==> config.mk <==
export PLATFORM = sky130hd
export DESIGN_NAME = ifu_fetch_ctrl
export DESIGN_NICKNAME = d
export VERILOG_FILES = /design/src/rtl/ifu_fetch_ctrl.sv
export SDC_FILE = /design/constraint.sdc
export NUM_CORES = 1
export LEC_CHECK = 0
export CORE_MARGIN = 8
export CORE_UTILIZATION = 32
export CTS_CLUSTER_SIZE = 28
export DETAILED_ROUTE_END_ITERATION = 7
export PLACE_DENSITY_LB_ADDON = 0.08
export SYNTH_ARGS = -nofsm -noshare
export SYNTH_HDL_FRONTEND = slang
export SYNTH_SLANG_ARGS = --single-unit
==> constraint.sdc <==
create_clock -name clk -period 2 [get_ports clk]
set_input_delay 0.3 -clock clk [delete_from_list [all_inputs] [get_ports clk]]
set_output_delay 0.3 -clock clk [all_outputs]
set_load 0.03 [all_outputs]
==> src/rtl/ifu_fetch_ctrl.sv <==
// ifu_fetch_ctrl: PC register and instruction-fetch sequencer between the next-PC generator and decode
module ifu_fetch_ctrl #(
    parameter logic [63:0] RESET_PC = 64'h0000_0000_8000_0000,
    parameter int          XLEN     = 64
) (
    input  logic            clk,
    input  logic            rst_n,
    input  logic [XLEN-1:0] next_pc,
    input  logic            next_pc_valid,
    output logic [XLEN-1:0] pc_out,
    output logic            imem_req_valid,
    input  logic            imem_req_ready,
    output logic [XLEN-1:0] imem_req_addr,
    input  logic            imem_resp_valid,
    input  logic [XLEN-1:0] imem_resp_data,
    output logic            inst_valid,
    input  logic            inst_ready,
    output logic [31:0]     inst,
    output logic [XLEN-1:0] inst_pc,
    output logic            fetch_misalign
);
    typedef enum logic [2:0] {S_IDLE, S_REQ, S_WAIT, S_OUT, S_EXEC, S_HALT} state_t;

    state_t          state_q, state_d, commit_tgt;
    logic [XLEN-1:0] pc_q, pc_d;
    logic [31:0]     inst_q, inst_d;
    logic            misalign_q, misalign_d;
    logic            commit;

    // next state, PC load on commit, instruction capture in S_WAIT, sticky misalign
    always_comb begin
        commit     = (state_q == S_OUT && inst_ready && next_pc_valid) || (state_q == S_EXEC && next_pc_valid);
        commit_tgt = (next_pc[1:0] != 2'b00) ? S_HALT : S_REQ;
        pc_d       = commit ? next_pc : pc_q;
        misalign_d = misalign_q | (commit && next_pc[1:0] != 2'b00);
        inst_d     = (state_q == S_WAIT && imem_resp_valid) ? (pc_q[2] ? imem_resp_data[63:32] : imem_resp_data[31:0]) : inst_q;
        case (state_q)
            S_IDLE:  state_d = S_REQ;
            S_REQ:   state_d = imem_req_ready ? S_WAIT : S_REQ;
            S_WAIT:  state_d = imem_resp_valid ? S_OUT : S_WAIT;
            S_OUT:   state_d = commit ? commit_tgt : (inst_ready ? S_EXEC : S_OUT);
            S_EXEC:  state_d = commit ? commit_tgt : S_EXEC;
            default: state_d = S_HALT;
        endcase
    end

    // state registers; reset abandons any outstanding request or response
    always_ff @(posedge clk or negedge rst_n) begin
        if (!rst_n) begin
            state_q    <= S_IDLE;
            pc_q       <= RESET_PC;
            inst_q     <= '0;
            misalign_q <= 1'b0;
        end else begin
            state_q    <= state_d;
            pc_q       <= pc_d;
            inst_q     <= inst_d;
            misalign_q <= misalign_d;
        end
    end

    assign pc_out         = pc_q;
    assign imem_req_valid = state_q == S_REQ;
    assign imem_req_addr  = {pc_q[XLEN-1:3], 3'b000};
    assign inst_valid     = state_q == S_OUT;
    assign inst           = inst_q;
    assign inst_pc        = pc_q;
    assign fetch_misalign = misalign_q;
endmodule

==> metrics.cfg <==
[run_status]
status = complete, no violations

[grt]
grt_start_max_net_pins = 101
met1_usage = 0.164
top_usage_layer = met2
grt_use_met2 = 0.284
gr-usage-all-layers = 0.157
grt_pass1_wl_um = 24600
antenna_found_initial = 0
grt_pass1_vias = 4123
gr-total-overflow = 0
met3_usage = 0.0591

[logic_synthesis]
async_flop_share = 1.00
yosysWarnings = 0
seq_area_frac_synth = 0.481
synth_edf_count = 0
synth_cell_types = 27
syn_area_per_cell_um2 = 12.1
syn_area_um2 = 5210
ys_ff_latch = 100
synth_flop_cell = dfrtp_1
netlist_instances = 431

[cts]
root_buffer = clkbuf_16
cts_max_level = 3
clock_path_buffers = 2
clk_pin_slew_ns = 0.07
cts-buffers-inserted = 9
cts_sinks = 100
insertion_delay_ns = 0.34
postCtsSetupBuffers = 0
cts_tree = yes

[setup_path]
timing.rr.start = state_q[0]
worst_r2r_path_depth = 4
cp-start-kind = flip-flop
crit_chain = clkdlybuf4s50_1
worst_r2r_endpoint = inst_pc[17]
slowest_stage = clkdlybuf4s50_1
startpoint = inst_pc[31]
critical_path.top_delay_family = buffers and inverters
required_ns = 1.70
cp_max_fo = 4
worstPathArrival_ns = 1.59
critPathKind = flip-flop to output pin
r2r_slack_ns = 0.27
cp_num_buf_inv = 1
slowest_delay_ns = 0.69
cp-end-kind = output pin

[sta]
slew_viol_final = 0
finalHoldViolCount = 0
max_slew.worst_pin.slew_ns = 0.544
clock-skew-final_ns = 0.00581
setup_violations = 0
grt_setup_unrepaired = false
slew_headroom = 0.638
setup_tns_ns = 0
finalCritPeriodShare = 0.944
fmax_mhz = 529
min_period_ns = 1.89
fin_ws_ns = 0.111

[finish]
mostFrequentLayoutCell = clkdlybuf4s50_1
nets = 798
mostFrequentLayoutCells = clkdlybuf4s50_1 (352), dfrtp_1 (98), mux2_4 (38), a21oi_1 (35), nor2_1 (35)
layout-drive-gt1-share = 0.148
fillers = 1415
syn_to_final_growth_pct = 62.3

[pwr]
pwr-share-seq = 0.231
p_sw_w = 0.00843
p_int_w = 0.00925
pwr-share-comb = 0.681
p_per_area_nw_per_um2 = 2090
power_leakage_nw = 3.62
sw_frac_of_total = 0.477
clock_power_share = 0.088
peakVddDrop_mv = 1.05

[place]
gp_congestion = 0.720
place_ws_ns = 0.110
dp_hpwl_um = 13600
numPortBuffers = 357

[detailed_routing]
initialDrtViolationCount = 96
via_count = 3761
drc_errors = 0
vias_per_cell = 4.25
ant_nets = 0
routed_wl_um = 16600
dr.pass1.iters = 4
avgRoutedWirePerCell_um = 18.7

[floorplanning]
dieArea_um2 = 20600
die_x_um = 144
rows = 46
die_h_um = 144
start_util = 0.328
fp.coreArea_um2 = 15900
ios = 361

[worst_hold_path]
hold_class = input port to async pin

[run]
drv_cap = 0

-- per-stage QoR --
step | total power, W | instance area [um2] | hold WS [ns] | utilization | cells
floorplan | 0.0123 | 5220 | 0.00441 | - | 433
global placement | 0.0162 | 8190 | 0.407 | 0.516 | 869
detailed placement | 0.0163 | 8190 | 0.410 | 0.516 | 869
CTS | 0.0180 | 8450 | 0.0319 | 0.532 | 884
global route | 0.0185 | 8450 | 0.0483 | 0.532 | 884
finish | 0.0177 | 8450 | 0.00317 | 0.532 | 885
-- repair_timing --
item / 4_1_cts / 5_1_grt
endpoints found under the hold margin: 0 / 0
gates resized for setup: 1 / 0
setup endpoints to repair: 1 / 0
hold buffers: 0 / 0
-- layer usage --
metal | share of wire | wire length (um)
met1 | 0.36 | 6020
met5 | 0 | 0
met4 | 0.011 | 184
met2 | 0.52 | 8620
met3 | 0.11 | 1760
-- Yosys cell counts (2+ instances only) --
library cell / instances / area, um2
a21oi_1: 35 / 175
buf_2: 13 / 65.1
buf_4: 128 / 961
buf_6: 5 / 56.3
clkbuf_1: 2 / 7.51
dfrtp_1: 99 / 2480
mux2_2: 26 / 293
mux2_4: 38 / 571
mux2i_1: 32 / 320
nand2_1: 2 / 7.51
nor2_1: 35 / 131
-- state kept, by name, summed over array words and instances, names as in the netlist --
register        count
fetch_misalign      1
inst               32
inst_pc            64
state_q             3
-- logic make-up (layout without fill, tap and decap cells) --
family	count (synthesis)	after routing	share of synthesized area
buffers and inverters	148	383	0.209
DFF	100	100	0.481
muxes	96	96	0.227
and+or+nand+nor	46	46	0.0411
AOI/OAI and AO/OA	40	40	0.0408
other	1	4	0.000720
-- worst max-delay path by stage --
stage,to,slack [ns],depth (start not counted)
after floorplan,inst_pc[25],0.41,6
after global placement,inst_pc[23],0.13,5
after detailed placement,inst_pc[17],0.11,5
after CTS,inst_pc[31],0.08,1
after global routing,pc_out[31],0.07,1
final,inst_pc[31],0.11,1
-- power by group through the flow --
stage / sequential [W] / combinational (W) / clock [W]
after floorplan: 0.00583 / 0.00650 / 0
after global placement: 0.00408 / 0.0121 / 0
final: 0.00408 / 0.0120 / 0.00156
after global routing: 0.00429 / 0.0125 / 0.00171
after detailed placement: 0.00413 / 0.0122 / 0
after CTS: 0.00412 / 0.0122 / 0.00163
-- layout make-up --
type | instances | area (um2) | share of cell area
antenna | 1 | 2.50 | 0.000296
clock buffer | 10 | 229 | 0.0271
clock inverter | 5 | 30.0 | 0.00355
multi-input combinational | 185 | 1640 | 0.195
sequential | 100 | 2500 | 0.296
tap | 216 | 270 | 0.0320
timing repair buffer | 368 | 3770 | 0.446
No activity file was read; power rests on OpenSTA's default activity.
